--- src/rtl/reg_scoreboard_pkg.sv ---
// Shared defaults and helpers for the register-busy scoreboard.
package scoreboard_pkg;

    localparam int ADDR_W_DEF = 5;
    localparam int CNT_W_DEF  = 2;

    // Largest count a CNT_W-bit pending counter can hold.
    function automatic int cnt_max(input int cnt_w);
        return (1 << cnt_w) - 1;
    endfunction

endpackage

--- src/rtl/reg_scoreboard_if.sv ---
// Issue/writeback/source-check bundle between the pipeline and the scoreboard.
interface reg_scoreboard_if #(
    parameter int ADDR_W = 5
);
    localparam int NUM_REGS = 2 ** ADDR_W;

    logic                i_set_en;
    logic [ADDR_W-1:0]   i_set_addr;
    logic                i_clr_en;
    logic [ADDR_W-1:0]   i_clr_addr;
    logic [ADDR_W-1:0]   i_rs1_addr;
    logic [ADDR_W-1:0]   i_rs2_addr;
    logic                o_rs1_busy;
    logic                o_rs2_busy;
    logic                o_stall;
    logic                o_set_full;
    logic [NUM_REGS-1:0] o_busy_vec;
    logic                o_err;

    modport master (
        output i_set_en, i_set_addr, i_clr_en, i_clr_addr, i_rs1_addr, i_rs2_addr,
        input  o_rs1_busy, o_rs2_busy, o_stall, o_set_full, o_busy_vec, o_err
    );

    modport slave (
        input  i_set_en, i_set_addr, i_clr_en, i_clr_addr, i_rs1_addr, i_rs2_addr,
        output o_rs1_busy, o_rs2_busy, o_stall, o_set_full, o_busy_vec, o_err
    );

endinterface

--- src/rtl/reg_scoreboard_decoder.sv ---
// Enable-gated binary to one-hot decoder.
module decoder_onehot #(
    parameter int ADDR_W = 5
) (
    input  logic [ADDR_W-1:0]      i_addr,
    input  logic                   i_enable,
    output logic [2**ADDR_W-1:0]   o_select
);

    // Exactly one select bit when enabled, none otherwise.
    always_comb begin
        o_select = '0;
        if (i_enable) o_select[i_addr] = 1'b1;
    end

endmodule

--- src/rtl/reg_scoreboard.sv ---
// Register-busy scoreboard: saturating pending-write counter per register,
// combinational source-hazard checks and a sticky protocol error flag.
module reg_scoreboard
    import scoreboard_pkg::*;
#(
    parameter int ADDR_W         = ADDR_W_DEF,
    parameter int CNT_W          = CNT_W_DEF,
    parameter bit ZERO_HARDWIRED = 1'b1,
    parameter bit FWD_CLR        = 1'b1
) (
    input logic             i_clk,
    input logic             i_reset,
    reg_scoreboard_if.slave sb
);

    localparam int               NUM_REGS = 2 ** ADDR_W;
    localparam logic [CNT_W-1:0] MAX_CNT  = CNT_W'(cnt_max(CNT_W));
    localparam logic [CNT_W-1:0] ONE_CNT  = CNT_W'(1);

    logic [NUM_REGS-1:0]            set_dec, clr_dec, set_sel, clr_sel, keep_mask;
    logic [NUM_REGS-1:0][CNT_W-1:0] count, count_nxt;
    logic                           err_q, ovf, unf;
    logic [CNT_W-1:0]               rs1_cnt, rs2_cnt;
    logic                           rs1_fwd, rs2_fwd;

    decoder_onehot #(.ADDR_W(ADDR_W)) u_set_dec (
        .i_addr   (sb.i_set_addr),
        .i_enable (sb.i_set_en),
        .o_select (set_dec)
    );

    decoder_onehot #(.ADDR_W(ADDR_W)) u_clr_dec (
        .i_addr   (sb.i_clr_addr),
        .i_enable (sb.i_clr_en),
        .o_select (clr_dec)
    );

    // Register 0 is masked out of both decodes so it can never count or error.
    assign keep_mask = ZERO_HARDWIRED ? {{(NUM_REGS-1){1'b1}}, 1'b0} : {NUM_REGS{1'b1}};
    assign set_sel   = set_dec & keep_mask;
    assign clr_sel   = clr_dec & keep_mask;

    // Next count per register; set+clear on the same register cancels out.
    always_comb begin
        count_nxt = count;
        ovf       = 1'b0;
        unf       = 1'b0;
        for (int r = 0; r < NUM_REGS; r++) begin
            if (set_sel[r] && !clr_sel[r]) begin
                if (count[r] == MAX_CNT) ovf = 1'b1;
                else                     count_nxt[r] = count[r] + ONE_CNT;
            end else if (clr_sel[r] && !set_sel[r]) begin
                if (count[r] == '0) unf = 1'b1;
                else                count_nxt[r] = count[r] - ONE_CNT;
            end
        end
    end

    // Counter array and sticky error; reset discards all pending writes.
    always_ff @(posedge i_clk or posedge i_reset) begin
        if (i_reset) begin
            count <= '0;
            err_q <= 1'b0;
        end else begin
            count <= count_nxt;
            if (ovf || unf) err_q <= 1'b1;
        end
    end

    // Busy vector straight from registered counts.
    always_comb begin
        sb.o_busy_vec = '0;
        for (int r = 0; r < NUM_REGS; r++) sb.o_busy_vec[r] = (count[r] != '0);
    end

    // A writeback retiring the last pending write lets the source read proceed
    // this cycle; a same-cycle issue is invisible until the next edge.
    assign rs1_cnt = count[sb.i_rs1_addr];
    assign rs2_cnt = count[sb.i_rs2_addr];
    assign rs1_fwd = FWD_CLR && sb.i_clr_en && (sb.i_clr_addr == sb.i_rs1_addr) && (rs1_cnt == ONE_CNT);
    assign rs2_fwd = FWD_CLR && sb.i_clr_en && (sb.i_clr_addr == sb.i_rs2_addr) && (rs2_cnt == ONE_CNT);

    assign sb.o_rs1_busy = (rs1_cnt != '0) && !rs1_fwd;
    assign sb.o_rs2_busy = (rs2_cnt != '0) && !rs2_fwd;
    assign sb.o_set_full = (count[sb.i_set_addr] == MAX_CNT);
    assign sb.o_stall    = sb.o_rs1_busy | sb.o_rs2_busy | sb.o_set_full;
    assign sb.o_err      = err_q;

endmodule

--- src/flat_wrapper.sv ---
// flat-port wrapper written by rule: the top's interface ports become plain ports
module reg_scoreboard_flat import scoreboard_pkg::*;
#(
    parameter int ADDR_W         = ADDR_W_DEF,
    parameter int CNT_W          = CNT_W_DEF,
    parameter bit ZERO_HARDWIRED = 1'b1,
    parameter bit FWD_CLR        = 1'b1
)
  (i_clk, i_reset, sb_i_set_en, sb_i_set_addr, sb_i_clr_en, sb_i_clr_addr, sb_i_rs1_addr, sb_i_rs2_addr, sb_o_rs1_busy, sb_o_rs2_busy, sb_o_stall, sb_o_set_full, sb_o_busy_vec, sb_o_err);
  reg_scoreboard_if #(.ADDR_W(ADDR_W)) sb_i ();
  input logic i_clk;
  input logic i_reset;
  input wire logic [$bits(sb_i.i_set_en)-1:0] sb_i_set_en;
  input wire logic [$bits(sb_i.i_set_addr)-1:0] sb_i_set_addr;
  input wire logic [$bits(sb_i.i_clr_en)-1:0] sb_i_clr_en;
  input wire logic [$bits(sb_i.i_clr_addr)-1:0] sb_i_clr_addr;
  input wire logic [$bits(sb_i.i_rs1_addr)-1:0] sb_i_rs1_addr;
  input wire logic [$bits(sb_i.i_rs2_addr)-1:0] sb_i_rs2_addr;
  output wire logic [$bits(sb_i.o_rs1_busy)-1:0] sb_o_rs1_busy;
  output wire logic [$bits(sb_i.o_rs2_busy)-1:0] sb_o_rs2_busy;
  output wire logic [$bits(sb_i.o_stall)-1:0] sb_o_stall;
  output wire logic [$bits(sb_i.o_set_full)-1:0] sb_o_set_full;
  output wire logic [$bits(sb_i.o_busy_vec)-1:0] sb_o_busy_vec;
  output wire logic [$bits(sb_i.o_err)-1:0] sb_o_err;
  assign sb_i.i_set_en = sb_i_set_en;
  assign sb_i.i_set_addr = sb_i_set_addr;
  assign sb_i.i_clr_en = sb_i_clr_en;
  assign sb_i.i_clr_addr = sb_i_clr_addr;
  assign sb_i.i_rs1_addr = sb_i_rs1_addr;
  assign sb_i.i_rs2_addr = sb_i_rs2_addr;
  assign sb_o_rs1_busy = sb_i.o_rs1_busy;
  assign sb_o_rs2_busy = sb_i.o_rs2_busy;
  assign sb_o_stall = sb_i.o_stall;
  assign sb_o_set_full = sb_i.o_set_full;
  assign sb_o_busy_vec = sb_i.o_busy_vec;
  assign sb_o_err = sb_i.o_err;
  reg_scoreboard #(.ADDR_W(ADDR_W), .CNT_W(CNT_W), .ZERO_HARDWIRED(ZERO_HARDWIRED), .FWD_CLR(FWD_CLR)) u_core (.i_clk(i_clk), .i_reset(i_reset), .sb(sb_i));
endmodule
--- config.mk ---
export PLATFORM = sky130hd
export DESIGN_NAME = reg_scoreboard_flat
export DESIGN_NICKNAME = d
export VERILOG_FILES = /design/src/rtl/reg_scoreboard_pkg.sv /design/src/rtl/reg_scoreboard_if.sv /design/src/rtl/reg_scoreboard_decoder.sv /design/src/rtl/reg_scoreboard.sv /design/src/flat_wrapper.sv
export SDC_FILE = /design/constraint.sdc
export NUM_CORES = 1
export LEC_CHECK = 0
export ABC_AREA = 0
export CORE_MARGIN = 4
export CORE_UTILIZATION = 40
export DETAILED_ROUTE_END_ITERATION = 8
export PLACE_DENSITY_LB_ADDON = 0.25
export SLEW_MARGIN = 10
export SYNTH_ARGS = -nofsm -noshare
export SYNTH_HDL_FRONTEND = slang
export SYNTH_SLANG_ARGS = --single-unit
--- constraint.sdc ---
create_clock -name i_clk -period 6.2 [get_ports i_clk]
set_input_delay 0.62 -clock i_clk [delete_from_list [all_inputs] [get_ports i_clk]]
set_output_delay 0.62 -clock i_clk [all_outputs]
set_load 0.01 [all_outputs]
==> flow_summary.json, run 1 <==
{
  "r2r-end": "u_core.sb.o_err",
  "grt_pass1_vias": 6296,
  "dieArea_um2": 17500,
  "placed_cells": 919,
  "cpPeakStageDelay_ns": 1.15,
  "critPathLaunch": "sb_i_rs2_addr[1]",
  "grt_use_total_pct": 26.7,
  "routed_via_density": 6.91,
  "worstHoldPathType": "register to register",
  "drive_above_1_share_pct": 13.3,
  "rsz0062_at_grt": "no",
  "multiInputGateArea_um2": 4140,
  "clk_path_buf_depth": 2,
  "yosysTopAreaCell": "dfrtp_1",
  "areaGrowthSynthToFinish_pct": 13.0,
  "route.detailed.drc": 0,
  "synth-seq-area-share_pct": 25.5,
  "critPathKind": "input pin to output pin",
  "dp_slack_ns": 1.71,
  "async_reset_ff_share_pct": 100,
  "gp_routability_congestion": 0.974,
  "r2r_slack_ns": 4.09,
  "hpwl_mm": 16.9,
  "fin_setup_tns_ns": 0,
  "relSlewSlack_pct": 23.8,
  "cts_tree": "yes",
  "syn_nets": 748,
  "syn_area_um2": 6190,
  "clk_pin_slew_worst_paths_ns": 0.06,
  "grt_use_met1_pct": 35.8,
  "cp-start-kind": "input pin",
  "status": "completed",
  "cts-root-buf": "clkbuf_16",
  "r2r_start": "u_core.count[59]",
  "cp.arrival_ns": 3.88,
  "coreArea_um2": 15200,
  "nets": 766,
  "wl_per_cell_um": 25.2,
  "cts.sinks": 63,
  "die_h_um": 132,
  "ctsHoldBuffers": 0,
  "path_depth": 8,
  "hold_viol_final": 0,
  "path_cells": "clkdlybuf4s50_1 -> mux4_2 -> o22ai_1 -> nor2_1 -> o211ai_1 -> o31ai_1 -> or3_1 -> clkdlybuf4s50_1",
  "post-route-util_pct": 46.0,
  "grt.busiest_layer": "met2",
  "drv_cap": 0,
  "firstDrtPassIters": 6,
  "cp_num_buf_inv": 2,
  "finalSetupViolCount": 0,
  "worst_slack_ns": 1.70,
  "row_count": 45,
  "insertion_delay_ns": 0.35,
  "yosysTopAreaCellShare_pct": 25.5,
  "ant_nets": 0,
  "fillers": 1482,
  "fmax_mhz": 222,
  "cpMaxStageDelayCell": "clkdlybuf4s50_1",
  "numCtsBuffers": 9,
  "synthTopCellsByCount": "70 x nand2_1, 63 x dfrtp_1, 57 x a21oi_1",
  "io_buffers": 59,
  "yosysMostFrequentCell": "nand2_1",
  "grt_max_degree": 64,
  "fin_hold_ws_ns": 0.608,
  "worstPathRequired_ns": 5.58,
  "ys_top_cells_by_area": "dfrtp_1 25%, mux4_2 15%, a21oi_1 4.6%",
  "drtIter0Drc": 901,
  "period_minus_slack_ns": 4.50,
  "synth_seq_cells": 63,
  "diodes": 0,
  "post-cts-setup-buffers": 0,
  "synth_cells": 724,
  "endpoint_kind": "output pin",
  "gr-total-overflow": 0,
  "met2_usage_pct": 39.4,
  "antenna_found_initial": 0,
  "synth_enable_flop_cells": 0,
  "via_count": 6453,
  "ff2ff_path_depth": 6,
  "cp_top_family": "buffers and inverters",
  "power.density_nw_per_um2": 248,
  "cp_max_fo": 18,
  "worst_ir_drop_vdd_mv": 0.130,
  "synth_warnings": 0,
  "htreeDepth": 3,
  "io_pins": 61,
  "grt_use_met3_pct": 8.51,
  "period_share_pct": 72.6,
  "die_width_um": 132,
  "worstMarginPinSlew_ns": 1.14,
  "drv_slew": 0,
  "crit_end": "sb_o_stall",
  "leakage_nw": 2.63,
  "ys.flop_type": "dfrtp_1",
  "ys_types": 65,
  "finalNonFillerCells": 934,
  "start_util_pct": 40.7,
  "finalWirelength_mm": 23.5,
  "grt_pass1_wl_mm": 36.0,
  "crit_top_cell": "clkdlybuf4s50_1",
  "layout.area.seq_um2": 1580,
  "syn_area_per_cell_um2": 8.54,
  "fin_skew_ns": 0.00499,
  "cts_resized": 0
}
-- worst min path at each step --
stage | depth (start not counted) | end | slack [ns] | from
floorplan | 1 | u_core.count[22] | 0.51 | u_core.count[22]
global route | 1 | u_core.count[22] | 0.63 | u_core.count[22]
finish | 1 | u_core.count[22] | 0.61 | u_core.count[22]
detailed placement | 1 | u_core.count[22] | 0.59 | u_core.count[22]
global placement | 1 | u_core.count[22] | 0.59 | u_core.count[22]
CTS | 1 | u_core.count[22] | 0.59 | u_core.count[22]
-- per-stage QoR --
| stage | cell area (um^2) | power, mW |
|---|---|---|
| 4_1_cts | 6990 | 1.72 |
| 5_1_grt | 6990 | 1.81 |
| 2_1_floorplan | 6190 | 1.01 |
| 3_3_place_gp | 6720 | 1.22 |
| 6_report | 6990 | 1.73 |
| 3_5_place_dp | 6720 | 1.24 |
-- routing by layer --
| layer | wire length (um) | up-vias |
|---|---|---|
| met4 | 975 | 0 |
| met1 | 9210 | 3107 |
| met2 | 10200 | 494 |
| met3 | 3150 | 72 |
| li1 | - | 2780 |
| met5 | 0 | - |
-- sequential cells by signal (all words and copies together), names as in the netlist --
name	count
u_core.count	62
u_core.sb.o_err	1
-- worst reg2reg max path, delay by kind of cell (launching register included) --
family / cells / cell delay (ns)
AOI/OAI and AO/OA: 3 / 0.74
DFF: 1 / 0.49
and+or+nand+nor: 3 / 0.75
-- placed cells by master (no fill, tap or decap), drive strengths merged, types with 6 or more instances in the layout --
cell type | netlist | routed
and3b | 10 | 10
nand3 | 20 | 20
nand2 | 70 | 70
inv | 40 | 40
clkbuf | 21 | 11
nor4 | 8 | 8
dfrtp | 63 | 63
nor3 | 11 | 11
clkdlybuf4s50 | 0 | 59
a22oi | 7 | 7
o22ai | 11 | 11
nor3b | 9 | 9
mux2i | 12 | 12
and3 | 6 | 6
a211oi | 37 | 37
mux4 | 42 | 42
o211ai | 24 | 24
xor2 | 8 | 8
a32oi | 9 | 9
a2111oi | 6 | 6
or3b | 7 | 7
o21ai | 56 | 56
or3 | 7 | 7
nand3b | 9 | 9
or2 | 24 | 24
nor2 | 56 | 56
a21oi | 57 | 57
mux2 | 6 | 6
-- power by group --
group / switching [mW] / total (mW) / internal [mW] / leakage (nW)
registers: 0.208 / 0.696 / 0.488 / 0.725
clock network: 0.194 / 0.471 / 0.277 / 0.131
logic: 0.262 / 0.563 / 0.301 / 1.77
-- area by class of cell --
| cell class | count | share of cell area [%] |
|---|---|---|
| clock buffer | 11 | 3.47 |
| clock inverter | 4 | 0.322 |
| inverter | 40 | 2.15 |
| multi-input combinational | 565 | 59.2 |
| sequential | 63 | 22.6 |
| tap | 188 | 3.37 |
| timing repair buffer | 63 | 8.88 |
-- logic make-up (layout without fill, tap and decap cells) --
family,after synthesis,in the layout,synth area share [%]
compound gates,241,241,25.7
xor+xnor,10,10,1.42
buf+inv,96,118,7.58
flops,63,63,25.5
mux,60,60,18.3
other cells,1,1,0.0606
simple gates,253,253,21.4
Power figures use the tool's default switching activity.
==> inputs of run 2 (changes only) <==
- clock period: 6.2 -> 3.95 ns (I/O delays scaled with it)
==> run 2 against run 1 <==
  * Register-to-register slack worse by 2.3 ns
  * Power up 60%
  * First-iteration DRC count down 26%
  * Highest routed layer unchanged
  * Sequential share of layout area is 0.73 points lower
  * Sequential power grew 57%
  * Critical path type unchanged
  * Global-route usage grew 1.3 points
  * Die area did not move
  * Sequential cell count is the same
  * Critical path depth stayed put
  * Routed wire length increased by 3.9%
  * Combinational power is 61% higher
==> flow_summary.json, run 2 (synthesis results as in run 1) <==
{
  "leakage_nw": 2.76,
  "firstDrtPassIters": 5,
  "cts_tree": "yes",
  "ff2ff_path_depth": 6,
  "die_h_um": 132,
  "cts.sinks": 63,
  "r2r_start": "u_core.count[58]",
  "fin_skew_ns": 0.00363,
  "r2r-end": "u_core.sb.o_err",
  "drv_cap": 0,
  "relSlewSlack_pct": 33.1,
  "cpMaxStageDelayCell": "clkdlybuf4s50_1",
  "areaGrowthSynthToFinish_pct": 16.7,
  "routed_via_density": 6.81,
  "largest_reg_flops": 62,
  "cp_max_fo": 10,
  "gr-total-overflow": 0,
  "post-cts-setup-buffers": 0,
  "htreeDepth": 3,
  "grt_max_degree": 46,
  "crit_top_cell": "clkdlybuf4s50_1",
  "grt_use_total_pct": 28.0,
  "wl_per_cell_um": 25.5,
  "clk_pin_slew_worst_paths_ns": 0.05,
  "ant_nets": 0,
  "min_from": "u_core.count[40]",
  "grt_pass1_vias": 6220,
  "worstMarginPinSlew_ns": 1.00,
  "regMostFlops": "u_core.count",
  "drv_slew": 0,
  "nets": 788,
  "cts-root-buf": "clkbuf_16",
  "antenna_found_initial": 0,
  "postPlaceCellArea_um2": 6940,
  "period_share_pct": 92.5,
  "mostFrequentLayoutCell": "nand2_1",
  "coreArea_um2": 15200,
  "dp_slack_ns": 0.289,
  "cpPeakStageDelay_ns": 0.83,
  "power.density_nw_per_um2": 384,
  "start_util_pct": 40.7,
  "cts_resized": 0,
  "cp.arrival_ns": 3.26,
  "die_width_um": 132,
  "final_cell_mix": "70 x nand2_1, 63 x dfrtp_1, 59 x clkdlybuf4s50_1, 57 x a21oi_1, 56 x nor2_1",
  "gp_routability_congestion": 0.976,
  "rsz0062_at_grt": "no",
  "finalSetupViolCount": 0,
  "status": "completed",
  "worst_slack_ns": 0.297,
  "drive_above_1_share_pct": 15.9,
  "worst_ir_drop_vdd_mv": 0.232,
  "via_count": 6506,
  "fin_area_um2": 7220,
  "period_minus_slack_ns": 3.65,
  "numCtsBuffers": 9,
  "finalNonFillerCells": 956,
  "r2r_slack_ns": 1.76,
  "hold_viol_final": 0,
  "placed_cells": 941,
  "worstHoldPathType": "register to register",
  "dieArea_um2": 17500,
  "critPathKind": "input pin to output pin",
  "holdPathStages": 1,
  "worstPathRequired_ns": 3.56,
  "row_count": 45,
  "fmax_mhz": 274,
  "min_to": "u_core.count[40]",
  "path_cells": "clkdlybuf4s50_1 -> mux4_2 -> o22ai_1 -> nor2_1 -> o211ai_1 -> o31ai_1 -> or3_1 -> clkdlybuf4s50_1",
  "endpoint_kind": "output pin",
  "io_pins": 61,
  "clk_path_buf_depth": 2,
  "route.detailed.drc": 0,
  "post-route-util_pct": 47.5,
  "drtIter0Drc": 667,
  "fin_setup_tns_ns": 0,
  "grt_pass1_wl_mm": 37.6,
  "finalWirelength_mm": 24.4,
  "io_buffers": 59,
  "insertion_delay_ns": 0.34,
  "cp-start-kind": "input pin",
  "ctsHoldBuffers": 0,
  "hpwl_mm": 18.4,
  "diodes": 0
}
## run 2: changes by cell type in the layout (fill, tap and decap cells not counted), sizes merged
cell and change:
clkbuf +1, clkinv -1, buf +22
## run 2: worst max-delay path by stage
stage / startpoint / end
6_report: sb_i_rs2_addr[1] / sb_o_stall
5_1_grt: sb_i_rs2_addr[1] / sb_o_stall
4_1_cts: sb_i_rs2_addr[1] / sb_o_stall
3_5_place_dp: sb_i_rs2_addr[1] / sb_o_stall
3_3_place_gp: sb_i_rs2_addr[1] / sb_o_stall
2_1_floorplan: sb_i_rs2_addr[1] / sb_o_stall
## run 2: critical path: cells and delay by family
family,cells,cell delay (ns)
AND/OR/NAND/NOR,2,0.44
AO/OA/AOI/OAI,3,0.51
buffers and inverters,2,1.32
multiplexers,1,0.59
## run 2: where the power goes
part	internal, mW	total (mW)	switching [mW]
logic	0.489	0.909	0.420
registers	0.767	1.09	0.324
clock network	0.470	0.776	0.306
## run 2: cell type report
type	count	area, um^2
Fill cell	1438	7980
Multi-Input combinational cell	565	4140
Sequential cell	63	1580
Timing Repair Buffer	85	836
Clock buffer	12	267
Tap cell	188	235
Inverter	40	150
Clock inverter	3	17.5
## run 2: metrics by stage
step	total power, mW	hold slack [ns]
after floorplan	1.59	0.509
after global placement	1.95	0.572
after detailed placement	1.98	0.601
after CTS	2.76	0.600
after global routing	2.90	0.629
final	2.78	0.603
## run 2: layer usage
layer	GRT usage (%)	routed length [um]	vias up
met1	38.3	9970	3238
met2	40.9	10700	384
li1	-	-	2823
met3	9.05	2670	61
met5	0	0	-
met4	11.7	1030	0
